## src/rtl/bin_onehot_sequencer.sv

```systemverilog
// rtl/bin_onehot_sequencer.sv - handshaked binary-to-one-hot sequencer with hold/gap timing
// and a one-entry pending slot so the next code can be queued while the current one drives.
module bin_onehot_sequencer #(
  parameter int W    = 3,
  parameter int HOLD = 4,
  parameter int GAP  = 1
) (
  input  logic              clk,
  input  logic              rst_n,
  input  logic              clear,
  input  logic [W-1:0]      bin,
  input  logic              in_valid,
  output logic              in_ready,
  output logic [(1<<W)-1:0] dec,
  output logic              busy,
  output logic              done
);

  localparam int N    = 1 << W;
  localparam int MAXC = (HOLD > GAP) ? HOLD : GAP;
  localparam int CW   = $clog2(MAXC + 1);
  localparam logic [CW-1:0] HOLD_LD = CW'(HOLD - 1);
  localparam logic [CW-1:0] GAP_LD  = CW'((GAP > 0) ? (GAP - 1) : 0);

  typedef enum logic [1:0] {
    S_IDLE,
    S_HOLD,
    S_GAP
  } state_t;

  state_t         state_q, state_d;
  logic [CW-1:0]  cnt_q, cnt_d;
  logic [N-1:0]   dec_q, dec_d;
  logic           busy_q, busy_d;
  logic           done_q, done_d;
  logic           pend_vld_q, pend_vld_d;
  logic [W-1:0]   pend_bin_q, pend_bin_d;

  logic           accept;
  logic           end_period;
  logic           launch_en;
  logic           consumed;
  logic [W-1:0]   launch_code;

  assign in_ready = ~pend_vld_q;
  assign accept   = in_valid & ~pend_vld_q & ~clear;

  always_ff @(posedge clk or negedge rst_n) begin
    if (!rst_n) begin
      state_q    <= S_IDLE;
      cnt_q      <= '0;
      dec_q      <= '0;
      busy_q     <= 1'b0;
      done_q     <= 1'b0;
      pend_vld_q <= 1'b0;
      pend_bin_q <= '0;
    end else begin
      state_q    <= state_d;
      cnt_q      <= cnt_d;
      dec_q      <= dec_d;
      busy_q     <= busy_d;
      done_q     <= done_d;
      pend_vld_q <= pend_vld_d;
      pend_bin_q <= pend_bin_d;
    end
  end

  always_comb begin
    state_d     = state_q;
    cnt_d       = cnt_q;
    dec_d       = dec_q;
    busy_d      = busy_q;
    pend_vld_d  = pend_vld_q;
    pend_bin_d  = pend_bin_q;
    end_period  = 1'b0;
    launch_en   = 1'b0;
    consumed    = 1'b0;
    launch_code = bin;

    case (state_q)
      S_IDLE: begin
        if (accept) begin
          launch_en = 1'b1;
          consumed  = 1'b1;
        end
      end
      S_HOLD: begin
        if (cnt_q == '0) begin
          if (GAP > 0) begin
            state_d = S_GAP;
            dec_d   = '0;
            cnt_d   = GAP_LD;
          end else begin
            end_period = 1'b1;
          end
        end else begin
          cnt_d = cnt_q - 1'b1;
        end
      end
      S_GAP: begin
        if (cnt_q == '0) begin
          end_period = 1'b1;
        end else begin
          cnt_d = cnt_q - 1'b1;
        end
      end
      default: begin
        state_d = S_IDLE;
      end
    endcase

    // A pending code always outranks one arriving on the same boundary edge.
    if (end_period) begin
      if (pend_vld_q) begin
        launch_en   = 1'b1;
        launch_code = pend_bin_q;
        pend_vld_d  = 1'b0;
      end else if (accept) begin
        launch_en = 1'b1;
        consumed  = 1'b1;
      end else begin
        state_d = S_IDLE;
        dec_d   = '0;
        busy_d  = 1'b0;
      end
    end

    if (accept && !consumed) begin
      pend_vld_d = 1'b1;
      pend_bin_d = bin;
    end

    if (launch_en) begin
      state_d = S_HOLD;
      dec_d   = N'(1) << launch_code;
      cnt_d   = HOLD_LD;
      busy_d  = 1'b1;
    end

    if (clear) begin
      state_d    = S_IDLE;
      cnt_d      = '0;
      dec_d      = '0;
      busy_d     = 1'b0;
      pend_vld_d = 1'b0;
    end

    done_d = (state_d == S_HOLD) && (cnt_d == '0);
  end

  assign dec  = dec_q;
  assign busy = busy_q;
  assign done = done_q;

endmodule
```

## config.mk

```make
export PLATFORM = sky130hd
export DESIGN_NAME = bin_onehot_sequencer
export DESIGN_NICKNAME = d
export VERILOG_FILES = /design/src/rtl/bin_onehot_sequencer.sv
export SDC_FILE = /design/constraint.sdc
export NUM_CORES = 1
export LEC_CHECK = 0
export BUFFER_PORTS_ARGS = -buffer_cell sky130_fd_sc_hd__clkbuf_2
export CAP_MARGIN = 20
export CORE_MARGIN = 2
export CORE_UTILIZATION = 35
export DETAILED_ROUTE_END_ITERATION = 6
export PLACE_DENSITY = 0.58
export SYNTH_ARGS = -nofsm -noshare
export SYNTH_HDL_FRONTEND = slang
export SYNTH_SLANG_ARGS = --single-unit
```

## constraint.sdc

```tcl
create_clock -name clk -period 2.3 [get_ports clk]
set_clock_uncertainty 0.05 [all_clocks]
set_input_delay 0.23 -clock clk [delete_from_list [all_inputs] [get_ports clk]]
set_output_delay 0.23 -clock clk [all_outputs]
set_load 0.1 [all_outputs]
```

==> results.toml, run 1 <==
[run_status]
outcome = "finished clean"

[synth]
synth_most_common_cell = "dfrtp_1"
ys_seq_area_share_pct = 39.6
syn_area_sq_um = 1200
syn_nets = 137
synth_enable_flop_cells = 0
syn_avg_cell_area_sq_um = 9.76
synth_cells = 123
synth_common_cells = "19 x dfrtp_1, 10 x nand2_1, 10 x nor2_1"
synth.top_cell.area_share_pct = 39.6
synthFlopType = "dfrtp_1"
yosysWarningCount = 0
async_reset_ff_share_pct = 100
synth_top_area_cell = "dfrtp_1"
ys_types = 43
synth_area_leaders = "dfrtp_1 40%, ha_1 7.3%, a32oi_1 5.8%"
ys_ff_latch = 19

[timing]
finalCriticalPeriod_ps = 2140
finalSetupViolations = 0
final.period_utilization_pct = 93.3
max_freq_ghz = 0.466
worstMarginPinSlew_ps = 545
whs_ps = 220
fin_ws_ps = 155
tns_ps = 0
hold_viol = 0
rsz0062_at_grt = "no"
slew_headroom_pct = 63.8
slew_viol_final = 0

[floorplan]
pin_count = 18
die_w_microns = 62.6
die-height_microns = 62.6
core_area_sq_um = 3310
rows = 21
die_area_sq_um = 3910
start_util_pct = 36.2

[critical_path]
cpMaxStageDelayCell = "dfrtp_1"
cpMostUsedCell = "ha_1"
cp_max_fo = 5
critPathKind = "reg2reg"
crit_family = "simple AND/OR/NAND/NOR gates"
cp-start-kind = "register"
arrival_ps = 2290
cp.required_ps = 2450
cpPeakStageDelay_ps = 400
path_cells = "inv_1, ha_1, nor2b_2, inv_2, ha_1, or2b_1, a21oi_1, a211oi_1, and4b_1"
cp_num_buf_inv = 2
end_kind = "register"

[clocking]
htreeDepth = 1
clk_path_buf_depth = 2
cts_tree = "done"
path_clk_slew_ps = 110
clkLatencyLatePin_ps = 300
clk_root_buffer_cell = "clkbuf_4"
cts_inserted_buffers = 3
cts_sinks = 19

[grt]
first_global_vias = 991
grt_max_degree = 20
grt_usage_pct = 14.7
grt.overflow.total = 0
grt_first_pass_wirelength_microns = 4620
antenna_found_initial = 0

[drt]
vias = 1032
post-route-drc-count = 0
drt_wl_total_microns = 2740
detail-route-antenna-nets = 0
wire_per_inst_microns = 14.4
first_pass_iters = 5
drt_iter0_markers = 63
via_per_inst = 5.43

[worst_hold_path]
hold_path_class = "in2reg"

[layout]
fin_util_pct = 41.8
synthToLayoutAreaGrowth_pct = 15.2
drive_above_1_share_pct = 24.3
nFillCells = 336
nets = 159
n_antenna_cell = 0

[placed_design]
post-dp-hpwl_microns = 1970
port_buffers = 17
pre_cts_ws_ps = 171
gp_congestion = 0.883

[flow_run]
cap_violations = 0
## cells by family (layout without fill, tap and decap cells)
group | count (synthesis) | after routing | synth area share, %
multiplexers | 4 | 4 | 3.65
flip-flops | 19 | 19 | 39.6
adder cells (fa/ha/maj) | 7 | 7 | 7.30
AO/OA/AOI/OAI | 25 | 25 | 16.9
AND/OR/NAND/NOR | 53 | 53 | 27.1
buffers and inverters | 15 | 36 | 5.42
## path summary, 6_finish.rpt
path	to	slack, ps	cells after the start	from
setup / recovery	done	160	9	cnt_q[0]
hold reg to reg	dec[3]	470	2	dec[3]
setup reg to reg	done	160	9	cnt_q[0]
min in group asynchronous	dec[3]	350	2	rst_n
max in group asynchronous	state_q[1]	1520	2	rst_n
hold / removal	cnt_q[1]	220	2	clear
## layout by cell type (no fill, tap or decap), drive strengths merged, types with 4 or more instances in the layout
master | Yosys | layout
a21oi | 4 | 4
a32oi | 8 | 8
buf | 4 | 4
clkbuf | 1 | 20
dfrtp | 19 | 19
ha | 7 | 7
inv | 10 | 10
nand2 | 11 | 11
nand3 | 4 | 4
nand4b | 7 | 7
nor2 | 10 | 10
o21ai | 4 | 4
## area by class of cell
class	count	area, sq um	area share (%)
Timing Repair Buffer	22	125	9.05
Clock buffer	3	22.5	1.63
Multi-Input combinational cell	89	659	47.7
Clock inverter	1	5.00	0.362
Inverter	10	37.5	2.71
Tap cell	46	57.6	4.16
Sequential cell	19	475	34.4
## metrics by stage
| step | cell area [sq um] | instances |
|---|---|---|
| 2_1_floorplan | 1200 | 123 |
| 3_5_place_dp | 1350 | 185 |
| 4_1_cts | 1380 | 190 |
| 6_report | 1380 | 190 |
| 5_1_grt | 1380 | 190 |
| 3_3_place_gp | 1350 | 185 |
## sequential cells by signal, summed over array words and instances, names as in the netlist
register    cells
state_q         2
pend_vld_q      1
pend_bin_q      3
busy            1
dec             8
done            1
cnt_q           3
## repair_timing
item                                    4_1_cts  5_1_grt
endpoints found under the setup margin        0        0
resized for setup                             0        0
hold buffers                                  1        0
hold endpoints to repair                     19        0
setup buffers                                 0        0
## metal layers
| metal | GRT usage [%] | routed length [microns] | vias to the layer above |
|---|---|---|---|
| li1 | - | - | 503 |
| met1 | 20.6 | 1310 | 502 |
| met2 | 23.1 | 1300 | 25 |
| met3 | 1.26 | 96 | 2 |
| met4 | 6.39 | 30 | 0 |
| met5 | 0 | 0 | - |
Power of run 1 is left out: the tool's default activity adds up to more than one toggle a clock period on the data nets, which glitch-free logic cannot reach.
==> run 2: changes to the inputs <==
RECOVER_POWER = 50   (was not set)
==> run 2 against run 1 <==
  * Cell area down 0.54%
  * Sequential cell count unchanged
  * Cell count unchanged
  * Via count up 0.39%
  * Core utilization down 0.23 points
  * Fmax about the same
  * First-iteration DRC count down 4.8%
  * Worst setup slack about the same
  * Die area unchanged
  * Global-route usage unchanged
  * Register-to-register slack about the same
  * Critical endpoint unchanged
==> results.toml, run 2 (synthesis gave the netlist of run 1 again) <==
[worst_hold_path]
hold_path_class = "in2reg"

[grt]
grt_usage_pct = 14.7
grt.overflow.total = 0
use_met3_pct = 1.26
met1_usage_pct = 20.6
grtUsageMet2_pct = 23.1
antenna_found_initial = 0
grt_max_degree = 20
grt_first_pass_wirelength_microns = 4620
busiest_layer = "met2"
first_global_vias = 991

[clocking]
cts_inserted_buffers = 3
htreeDepth = 1
cts_sinks = 19
post_cts_buffers = 0
clk_path_buf_depth = 2
cts_tree = "done"
clk_root_buffer_cell = "clkbuf_4"
clkLatencyLatePin_ps = 300
path_clk_slew_ps = 110

[timing]
hold_viol = 0
slew_headroom_pct = 22.5
max_freq_ghz = 0.466
finalCriticalPeriod_ps = 2140
final.period_utilization_pct = 93.3
slew_viol_final = 0
worstMarginPinSlew_ps = 1170
finalSetupViolations = 0
tns_ps = 0
fin_ws_ps = 155
rsz0062_at_grt = "no"

[drt]
post-route-drc-count = 0
detail-route-antenna-nets = 0
drt_wl_total_microns = 2750
drt_iter0_markers = 60
first_pass_iters = 5
wire_per_inst_microns = 14.5
vias = 1036
via_per_inst = 5.45

[layout]
fin_util_pct = 41.5
drive_above_1_share_pct = 20.1
synthToLayoutAreaGrowth_pct = 14.6
nets = 159
layout_commonest_cell = "dfrtp_1"
layout.cells.non_filler = 190
n_antenna_cell = 0
largest_register_ff_count = 8
final_cell_mix = "19 x dfrtp_1, 11 x clkbuf_2, 10 x nor2_1, 10 x nand2_1, 9 x inv_1"

[floorplan]
die-height_microns = 62.6
die_area_sq_um = 3910
core_area_sq_um = 3310
start_util_pct = 36.2
rows = 21
pin_count = 18
die_w_microns = 62.6

[critical_path]
cpMaxStageDelayCell = "dfrtp_1"
end_kind = "register"
path_cells = "inv_1, ha_1, nor2b_2, inv_2, ha_1, or2b_1, a21oi_1, a211oi_1, and4b_1"
reg2reg_slack_ps = 160
cp-start-kind = "register"
cp.required_ps = 2450
cpMostUsedCell = "ha_1"
arrival_ps = 2290
cpPeakStageDelay_ps = 400
critPathKind = "reg2reg"
cp_max_fo = 5

[placed_design]
post-dp-hpwl_microns = 1970
gp_congestion = 0.883
pre_cts_ws_ps = 171
dpl.cell_count = 185
port_buffers = 17

[flow_run]
cap_violations = 0

[run_status]
outcome = "finished clean"
-- run 2: layout make-up --
type	instances	area, sq um
clock buffers	3	22.5
clock inverters	1	5.00
fillers	341	1940
inverters	10	37.5
multi-input cells	89	659
flip-flops and latches	19	475
well taps	46	57.6
repair buffers	22	118
-- run 2: final timing paths --
kind / start / to / depth (start not counted)
hold / removal: clear / cnt_q[1] / 2
setup / recovery: cnt_q[0] / done / 9
min in group asynchronous: rst_n / dec[3] / 2
hold reg to reg: dec[3] / dec[3] / 2
max in group asynchronous: rst_n / state_q[1] / 2
setup reg to reg: cnt_q[0] / done / 9
-- run 2: timing repair --
item / 4_1_cts / 5_1_grt
gates resized for setup: 0 / 0
hold buffers: 1 / 0
setup endpoints to repair: 0 / 0
endpoints found under the hold margin: 19 / 0
-- run 2: metal layers --
layer,routed length (microns),vias up,share of wire (%)
met4,30,0,1.1
li1,-,503,-
met1,1300,502,47
met5,0,-,0
met3,115,2,4.2
met2,1300,29,47
-- run 2: stage by stage --
stage	area, sq um	hold WS, ps
CTS	1380	210
global route	1380	237
detailed placement	1350	170
floorplan	1200	-116
global placement	1350	164
finish	1380	221
-- run 2: critical path, delay by kind of cell, from the launching register on --
family,cells,cell delay (ps)
flip-flops,1,400
adder cells (fa/ha/maj),2,480
buffers and inverters,2,210
AND/OR/NAND/NOR,3,690
AO/OA/AOI/OAI,2,220
Power of run 2 is left out for the same reason.
==> run 3: changes to the inputs <==
MAX_ROUTING_LAYER = met4   (was not set)
==> run 3 against run 2 <==
  * Die area unchanged
  * Sequential share of layout area unchanged
  * Routed wire length decreased by 0.15%
  * Fmax increased by 0.50%
  * Global-route usage increased by 0.38 points
  * Core utilization unchanged
  * Critical endpoint unchanged
  * Largest cell class unchanged
==> results.toml, run 3 (synthesis gave the netlist of run 1 again) <==
[clocking]
htreeDepth = 1
cts_sinks = 19
cts_resized = 0
clk_path_buf_depth = 2
path_clk_slew_ps = 110
cts_tree = "done"
post_cts_buffers = 0
clk_root_buffer_cell = "clkbuf_4"
clkLatencyLatePin_ps = 300
cts_inserted_buffers = 3

[floorplan]
core_area_sq_um = 3310
start_util_pct = 36.2
die_w_microns = 62.6
rows = 21
die_area_sq_um = 3910
die-height_microns = 62.6
pin_count = 18

[flow_run]
cap_violations = 0

[critical_path]
cp-start-kind = "register"
reg2reg_to = "done"
critPathKind = "reg2reg"
cp_max_fo = 5
arrival_ps = 2280
reg2reg_from = "cnt_q[0]"
cp.required_ps = 2450
reg2reg_depth = 9
reg2reg_slack_ps = 170
end_kind = "register"

[timing]
slew_viol_final = 0
finalSetupViolations = 0
tns_ps = 0
max_freq_ghz = 0.469
hold_viol = 0
worstMarginPinSlew_ps = 1170
final.period_utilization_pct = 92.8
finalCriticalPeriod_ps = 2130
rsz0062_at_grt = "no"
slew_headroom_pct = 22.1

[drt]
first_pass_iters = 4
post-route-drc-count = 0
detail-route-antenna-nets = 0
wire_per_inst_microns = 14.5
via_per_inst = 5.47
vias = 1040
drt_iter0_markers = 67
drt_wl_total_microns = 2750

[layout]
finalInstanceArea_sq_um = 1380
final_cell_mix = "19 x dfrtp_1, 11 x clkbuf_2, 10 x nor2_1, 10 x nand2_1, 9 x inv_1"
largest_register_ff_count = 8
drive_above_1_share_pct = 20.1
nFillCells = 341
nets = 159
layout_commonest_cell = "dfrtp_1"
seqCellArea_sq_um = 475
fin_util_pct = 41.5
n_antenna_cell = 0
multi_input_area_sq_um = 659
layout.cells.non_filler = 190
synthToLayoutAreaGrowth_pct = 14.6

[grt]
first_global_vias = 993
grt.overflow.total = 0
antenna_found_initial = 0
grt_first_pass_wirelength_microns = 4610
grt_max_degree = 20
grt_usage_pct = 15.1

[run_status]
outcome = "finished clean"

[placed_design]
postPlaceCellArea_sq_um = 1350
gp_congestion = 0.897
post-dp-hpwl_microns = 1970
port_buffers = 17
dpl.cell_count = 185

[worst_hold_path]
min_from = "clear"
min_delay_path_depth = 2
hold_path_class = "in2reg"
min_to = "cnt_q[1]"
run 3: cell counts in the layout (fill, tap and decap cells not counted):
Identical to the previous run, type by type.
run 3: critical path: stages, from the launching register on:
cell and delay [ps]:
dfrtp_1 400, inv_1 100, ha_1 200, nor2b_2 280, inv_2 110, ha_1 280, or2b_1 210, a21oi_1 150
a211oi_1 70, and4b_1 190
run 3: layer usage:
metal | global-route usage (%) | up-vias | routed length, microns
met5 | - | - | 0
met4 | 6.39 | 0 | 30
met3 | 1.26 | 2 | 88
met2 | 23.3 | 28 | 1310
met1 | 20.4 | 506 | 1320
li1 | - | 504 | -
run 3: timing repair:
action | CTS | global route
endpoints found under the setup margin | 0 | 0
hold buffers | 1 | 0
endpoints found under the hold margin | 19 | 0
run 3: final cells by class:
cell class | instances | area share [%]
clock buffers | 3 | 1.64
clock inverters | 1 | 0.364
inverters | 10 | 2.73
multi-input cells | 89 | 48.0
flip-flops and latches | 19 | 34.6
well taps | 46 | 4.19
repair buffers | 22 | 8.55
run 3: worst max path at each step:
stage	from	to	slack [ps]	cells past startpoint
after global routing	cnt_q[1]	done	20	9
final	cnt_q[0]	done	170	9
after floorplan	pend_vld_q	dec[2]	210	4
after CTS	cnt_q[0]	done	160	9
after detailed placement	cnt_q[0]	done	170	9
after global placement	cnt_q[0]	done	240	9
run 3: through the flow:
step	setup WS [ps]	hold slack, ps
floorplan	213	-116
global placement	244	164
detailed placement	171	170
CTS	155	210
global route	18.0	241
finish	166	220
Power of run 3 is left out for the same reason.
